## src/rtl/sys_multicon.sv

```systemverilog
// System multi-controller: 64-bit register file with GPIO (synchronised inputs,
// rising-edge interrupt) and a prescaled 64-bit MTIME with per-channel compare interrupts.
module sys_multicon #(
  parameter int unsigned NUM_GPIO   = 8,
  parameter int unsigned NUM_TIMERS = 2,
  parameter logic [31:0] VERSION    = 32'h80FFFFFF,
  parameter logic [31:0] SHA        = 32'hdeadbeef
) (
  input  logic                  clk,
  input  logic                  rst_n,
  input  logic                  i_req,
  input  logic                  i_we,
  input  logic [6:0]            i_addr,
  input  logic [7:0]            i_be,
  input  logic [63:0]           i_wdata,
  output logic                  o_ack,
  output logic [63:0]           o_rdata,
  input  logic [NUM_GPIO-1:0]   i_gpio,
  output logic [NUM_GPIO-1:0]   o_gpio,
  output logic                  o_gpio_irq,
  output logic [NUM_TIMERS-1:0] o_timer_irq
);

  localparam logic [3:0] IDX_ID       = 4'd0;
  localparam logic [3:0] IDX_GPIO_OUT = 4'd1;
  localparam logic [3:0] IDX_GPIO_IN  = 4'd2;
  localparam logic [3:0] IDX_GPIO_IRQ = 4'd3;
  localparam logic [3:0] IDX_MTIME    = 4'd4;
  localparam logic [3:0] IDX_PRESCALE = 4'd5;
  localparam logic [3:0] IDX_IRQ_EN   = 4'd6;
  localparam logic [3:0] IDX_CMP_BASE = 4'd8;

  logic [3:0]  idx;
  logic        wr;
  logic        rd;
  logic [63:0] be_mask;
  logic        unused_addr_bits;

  assign idx              = i_addr[6:3];
  assign wr               = i_req & i_we;
  assign rd               = i_req & ~i_we;
  assign unused_addr_bits = ^i_addr[2:0];

  always_comb begin
    be_mask = '0;
    for (int i = 0; i < 8; i++) begin
      be_mask[8*i +: 8] = {8{i_be[i]}};
    end
  end

  logic                  ack_q, ack_d;
  logic [63:0]           rdata_q, rdata_d;
  logic [NUM_GPIO-1:0]   gpio_out_q, gpio_out_d;
  logic [NUM_GPIO-1:0]   gpio_sync1_q;
  logic [NUM_GPIO-1:0]   gpio_sync2_q;
  logic [NUM_GPIO-1:0]   gpio_prev_q;
  logic [NUM_GPIO-1:0]   gpio_irq_q, gpio_irq_d;
  logic                  gpio_irq_out_q, gpio_irq_out_d;
  logic [63:0]           mtime_q, mtime_d;
  logic [15:0]           presc_cnt_q, presc_cnt_d;
  logic [15:0]           prescale_q, prescale_d;
  logic [NUM_TIMERS-1:0] irq_en_q, irq_en_d;
  logic [63:0]           mtimecmp_q [NUM_TIMERS];
  logic [63:0]           mtimecmp_d [NUM_TIMERS];
  logic [NUM_TIMERS-1:0] timer_irq_q, timer_irq_d;

  logic [63:0]           rd_val;
  logic                  tick;
  logic [NUM_GPIO-1:0]   gpio_rise;
  logic [NUM_GPIO-1:0]   gpio_clr;

  // Read mux sees the registers as they stand in the request cycle.
  always_comb begin
    rd_val = '0;
    case (idx)
      IDX_ID:       rd_val = {SHA, VERSION};
      IDX_GPIO_OUT: rd_val[NUM_GPIO-1:0] = gpio_out_q;
      IDX_GPIO_IN:  rd_val[NUM_GPIO-1:0] = gpio_sync2_q;
      IDX_GPIO_IRQ: rd_val[NUM_GPIO-1:0] = gpio_irq_q;
      IDX_MTIME:    rd_val = mtime_q;
      IDX_PRESCALE: rd_val[15:0] = prescale_q;
      IDX_IRQ_EN:   rd_val[NUM_TIMERS-1:0] = irq_en_q;
      default:      rd_val = '0;
    endcase
    for (int n = 0; n < NUM_TIMERS; n++) begin
      if (idx == IDX_CMP_BASE + 4'(n)) begin
        rd_val = mtimecmp_q[n];
      end
    end
  end

  always_comb begin
    ack_d   = i_req;
    rdata_d = rd ? rd_val : rdata_q;

    gpio_out_d = gpio_out_q;
    if (wr && idx == IDX_GPIO_OUT) begin
      gpio_out_d = (gpio_out_q & ~be_mask[NUM_GPIO-1:0])
                 | (i_wdata[NUM_GPIO-1:0] & be_mask[NUM_GPIO-1:0]);
    end

    // A fresh edge in the same cycle as a clear keeps the bit set.
    gpio_rise = gpio_sync2_q & ~gpio_prev_q;
    gpio_clr  = '0;
    if (wr && idx == IDX_GPIO_IRQ) begin
      gpio_clr = i_wdata[NUM_GPIO-1:0] & be_mask[NUM_GPIO-1:0];
    end
    gpio_irq_d     = (gpio_irq_q & ~gpio_clr) | gpio_rise;
    gpio_irq_out_d = |gpio_irq_q;

    tick        = (presc_cnt_q == prescale_q);
    presc_cnt_d = tick ? 16'd0 : presc_cnt_q + 16'd1;
    mtime_d     = tick ? mtime_q + 64'd1 : mtime_q;

    prescale_d = prescale_q;
    if (wr && idx == IDX_PRESCALE) begin
      prescale_d  = (prescale_q & ~be_mask[15:0]) | (i_wdata[15:0] & be_mask[15:0]);
      presc_cnt_d = 16'd0;
    end

    // Write beats the tick: unwritten bytes keep the pre-tick value.
    if (wr && idx == IDX_MTIME) begin
      mtime_d = (mtime_q & ~be_mask) | (i_wdata & be_mask);
    end

    irq_en_d = irq_en_q;
    if (wr && idx == IDX_IRQ_EN) begin
      irq_en_d = (irq_en_q & ~be_mask[NUM_TIMERS-1:0])
               | (i_wdata[NUM_TIMERS-1:0] & be_mask[NUM_TIMERS-1:0]);
    end

    for (int n = 0; n < NUM_TIMERS; n++) begin
      mtimecmp_d[n] = mtimecmp_q[n];
      if (wr && idx == IDX_CMP_BASE + 4'(n)) begin
        mtimecmp_d[n] = (mtimecmp_q[n] & ~be_mask) | (i_wdata & be_mask);
      end
      timer_irq_d[n] = irq_en_q[n] & (mtime_q >= mtimecmp_q[n]);
    end
  end

  always_ff @(posedge clk or negedge rst_n) begin
    if (!rst_n) begin
      ack_q          <= 1'b0;
      rdata_q        <= '0;
      gpio_out_q     <= '0;
      gpio_sync1_q   <= '0;
      gpio_sync2_q   <= '0;
      gpio_prev_q    <= '0;
      gpio_irq_q     <= '0;
      gpio_irq_out_q <= 1'b0;
      mtime_q        <= '0;
      presc_cnt_q    <= '0;
      prescale_q     <= '0;
      irq_en_q       <= '0;
      timer_irq_q    <= '0;
      for (int n = 0; n < NUM_TIMERS; n++) begin
        mtimecmp_q[n] <= '1;
      end
    end else begin
      ack_q          <= ack_d;
      rdata_q        <= rdata_d;
      gpio_out_q     <= gpio_out_d;
      gpio_sync1_q   <= i_gpio;
      gpio_sync2_q   <= gpio_sync1_q;
      gpio_prev_q    <= gpio_sync2_q;
      gpio_irq_q     <= gpio_irq_d;
      gpio_irq_out_q <= gpio_irq_out_d;
      mtime_q        <= mtime_d;
      presc_cnt_q    <= presc_cnt_d;
      prescale_q     <= prescale_d;
      irq_en_q       <= irq_en_d;
      timer_irq_q    <= timer_irq_d;
      for (int n = 0; n < NUM_TIMERS; n++) begin
        mtimecmp_q[n] <= mtimecmp_d[n];
      end
    end
  end

  assign o_ack       = ack_q;
  assign o_rdata     = rdata_q;
  assign o_gpio      = gpio_out_q;
  assign o_gpio_irq  = gpio_irq_out_q;
  assign o_timer_irq = timer_irq_q;

endmodule
```

## config.mk

```make
export PLATFORM = sky130hd
export DESIGN_NAME = sys_multicon
export DESIGN_NICKNAME = d
export VERILOG_FILES = /design/src/rtl/sys_multicon.sv
export SDC_FILE = /design/constraint.sdc
export NUM_CORES = 1
export LEC_CHECK = 0
export BUFFER_PORTS_ARGS = -buffer_cell sky130_fd_sc_hd__buf_2
export CAP_MARGIN = 15
export CORE_MARGIN = 1.5
export CORE_UTILIZATION = 50
export DETAILED_ROUTE_END_ITERATION = 8
export PLACE_DENSITY = 0.69
export SKIP_CTS_REPAIR_TIMING = 1
export SYNTH_ARGS = -nofsm -noshare
export SYNTH_HDL_FRONTEND = slang
export SYNTH_SLANG_ARGS = --single-unit
export TNS_END_PERCENT = 100
```

## constraint.sdc

```tcl
create_clock -name clk -period 5.75 [get_ports clk]
set_input_delay 0.8625 -clock clk [delete_from_list [all_inputs] [get_ports clk]]
set_output_delay 0.8625 -clock clk [all_outputs]
set_load 0.01 [all_outputs]
```

==> results of run 1 <==
==> report_power, final <==
part / leakage [nW] / total [W] / internal [W] / switching (W)
clock: 0.611 / 0.00245 / 0.00146 / 0.000989
combinational: 5.19 / 0.00150 / 0.000666 / 0.000830
sequential: 3.86 / 0.00315 / 0.00276 / 0.000386
==> cells by family (layout without fill, tap and decap cells) <==
family | Yosys count | after routing | synth area share
flops | 334 | 334 | 0.449
compound gates | 452 | 452 | 0.162
fa+ha+maj | 130 | 130 | 0.0857
buf+inv | 271 | 428 | 0.0558
mux | 154 | 154 | 0.0905
simple gates | 535 | 535 | 0.143
other cells | 0 | 1 | 0
xor+xnor | 30 | 30 | 0.0138
==> final cells by class <==
class	instances	area, um2
well taps	511	639
repair buffers	176	936
clock inverters	13	149
flip-flops and latches	334	8520
multi-input cells	1301	9410
diodes	1	2.50
fillers	3328	16000
clock buffers	56	1100
inverters	183	687
==> routing by layer <==
| layer | wire (um) | up-vias | global-route usage | part of all wire |
|---|---|---|---|---|
| li1 | - | 7182 | - | - |
| met3 | 3660 | 125 | 0.0472 | 0.067 |
| met5 | 7 | - | 0 | 0.00013 |
| met2 | 26500 | 601 | 0.478 | 0.48 |
| met1 | 22900 | 7746 | 0.370 | 0.42 |
| met4 | 1700 | 2 | 0.100 | 0.031 |
==> cells in the final DEF (no fill, tap or decap), drive strengths merged, types with 26 or more instances in the layout <==
cell	synthesis	routed
o21ai	115	115
dfrtp	206	206
nand2	202	202
nor2	91	91
a221oi	39	39
xor2	26	26
buf	25	176
mux2	140	140
ha	130	130
a21oi	99	99
nand4	50	50
a22oi	27	27
dfstp	128	128
nand3	53	53
clkbuf	63	56
and3	34	34
inv	183	184
==> worst reg2reg max path: stages, from the launching register on <==
cell and delay (ps):
dfrtp_1 430, xor2_1 200, nor4_2 410, and4_4 650
nand2_1 530, a32o_1 400, or3_1 360
==> worst max path at each step <==
stage          startpoint         to  cells after the start  slack, ps
3_3_place_gp    i_addr[5]  flip-flop                      9       2090
4_1_cts         i_addr[5]  flip-flop                      9       2570
3_5_place_dp    i_addr[5]  flip-flop                      9       2000
6_report        i_addr[5]  flip-flop                      9       2450
5_1_grt         i_addr[5]  flip-flop                      9       2290
2_1_floorplan   i_addr[6]  flip-flop                      8       3210
==> per-stage QoR <==
stage	worst slack, ps	instances	utilization	power [W]
global placement	2090	2505	0.539	0.00458
global route	2290	2574	0.572	0.00748
floorplan	3210	1906	-	0.00409
detailed placement	2000	2505	0.539	0.00465
finish	2450	2575	0.572	0.00709
CTS	2570	2574	0.572	0.00713
==> run_results.csv, run 1 <==
group,metric,value,unit
clocking,cts_buffers,38,
critical_path,cp_data_arrival_time,3720,ps
critical_path,rr_worst_depth,6,
critical_path,reg2reg_slack,2650,ps
synth,post_synth_num_cell_types,83,
critical_path,end_kind,"flip-flop",
synth,synth_edf_count,0,
sta,final.setup.tns,0,ps
global_route,antenna_found_initial,1,
sta,relSlewSlack,0.236,
critical_path,cpMostUsedCell,"buf_4",
critical_path,worst_ep_required_time,6170,ps
synth,syn_avg_cell_area,9.96,um2
min_path,worst_hold_path.num_cells,0,
global_route,overflow,0,
clocking,clock_latency,560,ps
place,placed_area,20200,um2
place,globalplace.congestion,0.930,
routing,vias,15656,
floorplan,die_x,198,um
routing,routed_wl,54.7,mm
floorplan,core_area,37500,um2
critical_path,path_buf_inv,4,
sta,finClkSkew,19.3,ps
sta,whs,348,ps
routing,detail-route-antenna-nets,0,
clocking,root_buffer,"clkbuf_16",
clocking,path_clk_slew,60,ps
sta,setup-violations-final,0,
cells_and_area,final_cell_area,21400,um2
sta,tightest_slew,1150,ps
synth,ys_top_cells_by_count,"dfrtp_1, nand2_1, inv_1",
synth,synth-async-reset-ratio,1.00,
synth,syn_area,19000,um2
floorplan,die_h,198,um
critical_path,cp_max_fo,35,
sta,finalHoldViolations,0,
synth,synth_nets,2127,
sta,slew_violations,0,
min_path,hold_path.class,"flip-flop to flip-flop",
clocking,clockBufferDepth,3,
min_path,worstHoldStart,"gpio_sync1_q[5]",
routing,routedWlPerCell,21.3,um
global_route,grt_pass1_vias,15690,
synth,ys_seq_area_frac,0.449,
cells_and_area,areaGrowthSynthToFinish,13.0,%
power_and_ir_drop,leakagePower,9.66,nW
synth,syn_inst,1906,
status,outcome,"finished, final reports clean",
floorplan,die_area,39100,um2
synth,ys.flop_type,"dfrtp_1",
synth,synth.most_common_cell,"dfrtp_1",
synth,yosys_warnings,0,
place,dp_hpwl,38.7,mm
cells_and_area,drive_above_1_share,0.258,
job,max_cap_violations,0,
power_and_ir_drop,ir_worst_vdd,0.254,mV
global_route,grt_use_total,0.284,
clocking,clkSinkCount,334,
floorplan,pin_count,167,
critical_path,critical-path-top-delay-family,"buffers and inverters",
min_path,hold_end,"gpio_sync2_q[5]",
routing,drc,0,
routing,vias_per_cell,6.08,
floorplan,num_rows,71,
sta,fmax,303,MHz
critical_path,crit_path_start_kind,"primary input",
routing,drtPass1Iterations,6,
critical_path,cpPeakStageDelay,570,ps
critical_path,crit_chain,"buf_2 > buf_4 > nor4b_4 > buf_4 > and2_1 > buf_4 > nor2_2 > a311oi_1 > a211oi_1",
clocking,cts_tree,"built",
clocking,htreeDepth,2,
synth,synth_top_cell_area_share,0.272,
sta,rsz0062_at_grt,"no",
sta,min_period_over_period,0.574,
floorplan,start_util,0.506,
synth,yosysTopAreaCell,"dfrtp_1",
place,port-buffer-count,163,
global_route,grt_max_degree,149,
synth,synth_seq_cells,334,
critical_path,path_class,"primary input to flip-flop",
cells_and_area,nets,2255,
synth,synth.area.top_cells,"dfrtp_1, dfstp_2, ha_1",
routing,first_iter_violations,1382,
critical_path,cp_slowest_cell,"buf_4",
global_route,grt_pass1_wl,86.8,mm
power_and_ir_drop,power_density,331,nW/um2
sta,period_needed,3300,ps
Power figures use the tool's default switching activity.
==> inputs of run 2 (changes only) <==
PLACE_DENSITY = 0.71   (was 0.69)
clock period = 2.9 ns   (was 5.75 ns; I/O delays follow)
==> run 2 against run 1 <==
  * Die area unchanged
  * First-iteration DRC count up 2.7%
  * Sequential power up 97%
  * Worst setup slack worse by 2200 ps
  * Combinational power up 110%
  * Largest cell class unchanged
==> run_results.csv, run 2 (same netlist as run 1, synthesis figures left out) <==
group,metric,value,unit
sta,whs,89.3,ps
clocking,clock_latency,570,ps
job,max_cap_violations,0,
critical_path,path_class,"flip-flop to flip-flop",
clocking,htreeDepth,2,
clocking,cts_tree,"built",
critical_path,rr_worst_depth,7,
place,placed_area,20700,um2
floorplan,die_area,39100,um2
sta,slew_violations,0,
sta,finalHoldViolations,0,
sta,fmax,378,MHz
cells_and_area,final_common_cell,"dfrtp_1",
global_route,overflow,0,
sta,period_needed,2650,ps
power_and_ir_drop,ir_worst_vdd,0.436,mV
place,dp_worst_setup_slack,296,ps
routing,routedWlPerCell,21.5,um
clocking,cts_buffers,37,
cells_and_area,antenna_cells,0,
routing,drc,0,
sta,finClkSkew,17.8,ps
routing,first_iter_violations,1419,
global_route,grt_pass1_vias,15866,
power_and_ir_drop,power_density,661,nW/um2
floorplan,die_h,198,um
clocking,clockBufferDepth,3,
critical_path,crit_path_start_kind,"flip-flop",
critical_path,cp_data_arrival_time,3100,ps
clocking,clkSinkCount,334,
sta,final.setup.tns,0,ps
critical_path,end_kind,"flip-flop",
clocking,root_buffer,"clkbuf_16",
place,port-buffer-count,163,
sta,relSlewSlack,0.589,
routing,drtPass1Iterations,5,
floorplan,start_util,0.506,
sta,fin_ws,252,ps
floorplan,pin_count,167,
global_route,grt_pass1_wl,88.6,mm
place,dp_hpwl,41.4,mm
routing,routed_wl,56.7,mm
cells_and_area,areaGrowthSynthToFinish,16.9,%
status,outcome,"finished, final reports clean",
global_route,grt_max_degree,109,
floorplan,num_rows,71,
clocking,path_clk_slew,60,ps
cells_and_area,final_cell_mix,"dfrtp_1, nand2_1, inv_1, buf_2, mux2_2",
place,globalplace.congestion,0.924,
critical_path,reg2reg_slack,250,ps
min_path,hold_path.class,"primary input to flip-flop",
cells_and_area,nets,2324,
floorplan,die_x,198,um
routing,vias_per_cell,6.07,
global_route,grt_use_total,0.292,
routing,vias,16039,
cells_and_area,drive_above_1_share,0.279,
power_and_ir_drop,leakagePower,10.1,nW
sta,setup-violations-final,0,
sta,rsz0062_at_grt,"no",
sta,tightest_slew,601,ps
global_route,antenna_found_initial,0,
routing,detail-route-antenna-nets,0,
critical_path,worst_ep_required_time,3350,ps
critical_path,cp_max_fo,7,
sta,min_period_over_period,0.913,
floorplan,core_area,37500,um2
min_path,worstHoldStart,"i_req",
min_path,hold_end,"o_ack",
min_path,worst_hold_path.num_cells,1,
cells_and_area,final_cell_area,22200,um2
run 2: cell types whose count changed in the layout (fill, tap and decap cells not counted), sizes merged:
| cell | change |
|---|---|
| clkinv | -1 |
| bufinv | +5 |
| buf | +61 |
| clkbuf | -5 |
| diode | -1 |
| dlygate4sd3 | +9 |
run 2: through the flow:
| step | power (W) | utilization | cells |
|---|---|---|---|
| floorplan | 0.00811 | - | 1906 |
| global placement | 0.00918 | 0.553 | 2566 |
| detailed placement | 0.00937 | 0.553 | 2566 |
| CTS | 0.0147 | 0.589 | 2634 |
| global route | 0.0154 | 0.592 | 2643 |
| finish | 0.0147 | 0.592 | 2643 |
run 2: worst max-delay path, stage by stage, from the launching register on:
cell and delay [ps]:
dfrtp_1 490, ha_1 280, and4_1 310, nand4_2 250
and4bb_2 460, nand2_2 140, o211a_1 260, or3_1 350
run 2: worst max-delay path by stage:
stage	to	from	cells after the start	slack, ps
after CTS	flip-flop	flip-flop	7	260
after detailed placement	flip-flop	flip-flop	7	300
after global placement	flip-flop	flip-flop	6	350
after floorplan	flip-flop	flip-flop	7	710
after global routing	flip-flop	flip-flop	7	120
final	flip-flop	flip-flop	7	250
run 2: power breakdown:
part	internal, W	total [W]	switching, W
clock	0.00328	0.00528	0.00200
combinational	0.00142	0.00320	0.00178
sequential	0.00547	0.00619	0.000720
run 2: layout make-up:
class | count | area [um2]
repair buffers | 246 | 1570
multi-input cells | 1301 | 9410
flip-flops and latches | 334 | 8520
inverters | 183 | 687
clock inverters | 17 | 294
clock buffers | 51 | 1060
well taps | 511 | 639
fillers | 3209 | 15300
run 2: layer usage:
layer	track usage	part of all wire	vias to the layer above
met5	0	0	-
met4	0.130	0.043	0
met3	0.0472	0.067	154
met2	0.474	0.47	648
met1	0.385	0.42	7905
li1	-	-	7332
==> inputs of run 3 (changes only) <==
CORE_MARGIN = 8   (was 1.5)
==> run 3 against run 2 <==
  * Sequential share of layout area about the same
  * Critical path depth rose by 3
  * Global-route usage shrank 3.8 points
  * Hold slack better by 33 ps
  * Clock power down 4.5%
  * Clock skew is essentially flat
  * Clock-buffer cell count rose by 9
  * Design area about the same
  * Largest power group unchanged
==> run_results.csv, run 3 (same netlist as run 1, synthesis figures left out) <==
group,metric,value,unit
power_and_ir_drop,power_density,648,nW/um2
floorplan,die_h,211,um
sta,finClkSkew,18.1,ps
clocking,clkSinkCount,334,
place,placed_area,20800,um2
power_and_ir_drop,ir_worst_vdd,0.427,mV
critical_path,end_kind,"flip-flop",
clocking,cts_buffers,39,
critical_path,cp_max_fo,3,
power_and_ir_drop,leakagePower,10.1,nW
cells_and_area,fin_cells,2649,
critical_path,worst_ep_required_time,3290,ps
power_and_ir_drop,switching_share,0.308,
routing,routed_wl,57.1,mm
global_route,grt_use_total,0.254,
sta,finalHoldViolations,0,
power_and_ir_drop,p_int,0.00994,W
power_and_ir_drop,p_total,0.0144,W
clocking,root_buffer,"clkbuf_16",
sta,relSlewSlack,0.509,
sta,rsz0062_at_grt,"no",
routing,vias_per_cell,6.08,
job,max_cap_violations,0,
place,port-buffer-count,163,
clocking,clock_latency,560,ps
cells_and_area,nets,2329,
critical_path,crit_path_start_kind,"flip-flop",
global_route,overflow,0,
cells_and_area,areaGrowthSynthToFinish,16.8,%
global_route,grt_pass1_wl,90.1,mm
global_route,grt_pass1_vias,16330,
floorplan,num_rows,71,
routing,detail-route-antenna-nets,0,
place,dp_hpwl,41.8,mm
floorplan,pin_count,167,
sta,fmax,386,MHz
clocking,path_clk_slew,60,ps
clocking,htreeDepth,2,
sta,slew_violations,0,
floorplan,die_area,44400,um2
global_route,grt_max_degree,83,
cells_and_area,final_common_cell,"dfrtp_1",
cells_and_area,antenna_cells,0,
floorplan,die_x,211,um
power_and_ir_drop,p_clk_frac,0.351,
power_and_ir_drop,pwr-share-comb,0.218,
floorplan,core_area,37500,um2
clocking,cts_tree,"built",
clocking,clockBufferDepth,3,
routing,routedWlPerCell,21.5,um
cells_and_area,drive_above_1_share,0.280,
sta,tightest_slew,718,ps
routing,vias,16101,
routing,drc,0,
place,dpl.cell_count,2569,
sta,setup-violations-final,0,
critical_path,cp_data_arrival_time,2980,ps
sta,final.setup.tns,0,ps
routing,first_iter_violations,1415,
cells_and_area,final_cell_area,22200,um2
cells_and_area,fillCellCount,3214,
power_and_ir_drop,switching_power,0.00442,W
power_and_ir_drop,seqPwrFrac,0.431,
routing,drtPass1Iterations,8,
place,globalplace.congestion,0.960,
status,outcome,"finished, final reports clean",
min_path,hold_path.class,"primary input to flip-flop",
sta,min_period_over_period,0.892,
critical_path,path_class,"flip-flop to flip-flop",
global_route,antenna_found_initial,0,
floorplan,start_util,0.506,
sta,period_needed,2590,ps
cells_and_area,final_cell_mix,"dfrtp_1, nand2_1, inv_1, buf_2, mux2_2",
run 3: cell types whose count changed in the layout (fill, tap and decap cells not counted), sizes merged:
cell      before  now
clkinvlp       2    1
buf          237  240
bufinv         8    3
clkbuf        51   60
run 3: path summary, 6_finish.rpt:
kind,start,endpoint,slack (ps),cells past startpoint
worst min register to register,gpio_sync1_q[5],gpio_sync2_q[5],350,0
worst min-delay path,i_req,o_ack,120,1
max in group asynchronous,rst_n,async pin,1520,3
worst max register to register,flip-flop,o_timer_irq[0],310,10
worst max-delay path,flip-flop,o_timer_irq[0],310,10
min in group asynchronous,rst_n,o_rdata[42],480,2
run 3: metrics by stage:
step / hold slack (ps) / setup WS [ps] / utilization
finish: 123 / 312 / 0.591
detailed placement: 335 / 301 / 0.554
global route: 102 / 146 / 0.591
CTS: -94.4 / 292 / 0.589
global placement: 332 / 341 / 0.554
floorplan: 139 / 709 / -
run 3: layer usage:
metal	global-route usage	share of wire	vias up
li1	-	-	7357
met1	0.321	0.41	7954
met2	0.422	0.48	640
met3	0.0507	0.075	150
met4	0.104	0.040	0
met5	0	0	-
run 3: area by class of cell:
type / instances / area, um2 / area share
Sequential cell: 334 / 8520 / 0.384
Clock buffer: 60 / 1180 / 0.0531
Multi-Input combinational cell: 1301 / 9410 / 0.425
Inverter: 183 / 687 / 0.0310
Tap cell: 511 / 639 / 0.0289
Timing Repair Buffer: 249 / 1590 / 0.0719
Clock inverter: 11 / 136 / 0.00615
run 3: worst max-delay path, stage by stage (launching register included):
cell and delay, ps:
dfstp_2 540, inv_1 40, ha_1 280, a21oi_1 170
o21ai_0 150, a221oi_1 320, buf_4 190, nor4b_1 230
buf_4 170, and3_1 200, o211ai_1 140
run 3: power groups by stage:
stage                     registers (W)  clock network [W]  logic, W
after floorplan                 0.00607                  0   0.00204
after global placement          0.00621                  0   0.00296
after detailed placement        0.00625                  0   0.00309
after CTS                       0.00618            0.00513   0.00312
after global routing            0.00629            0.00530   0.00351
final                           0.00620            0.00504   0.00313
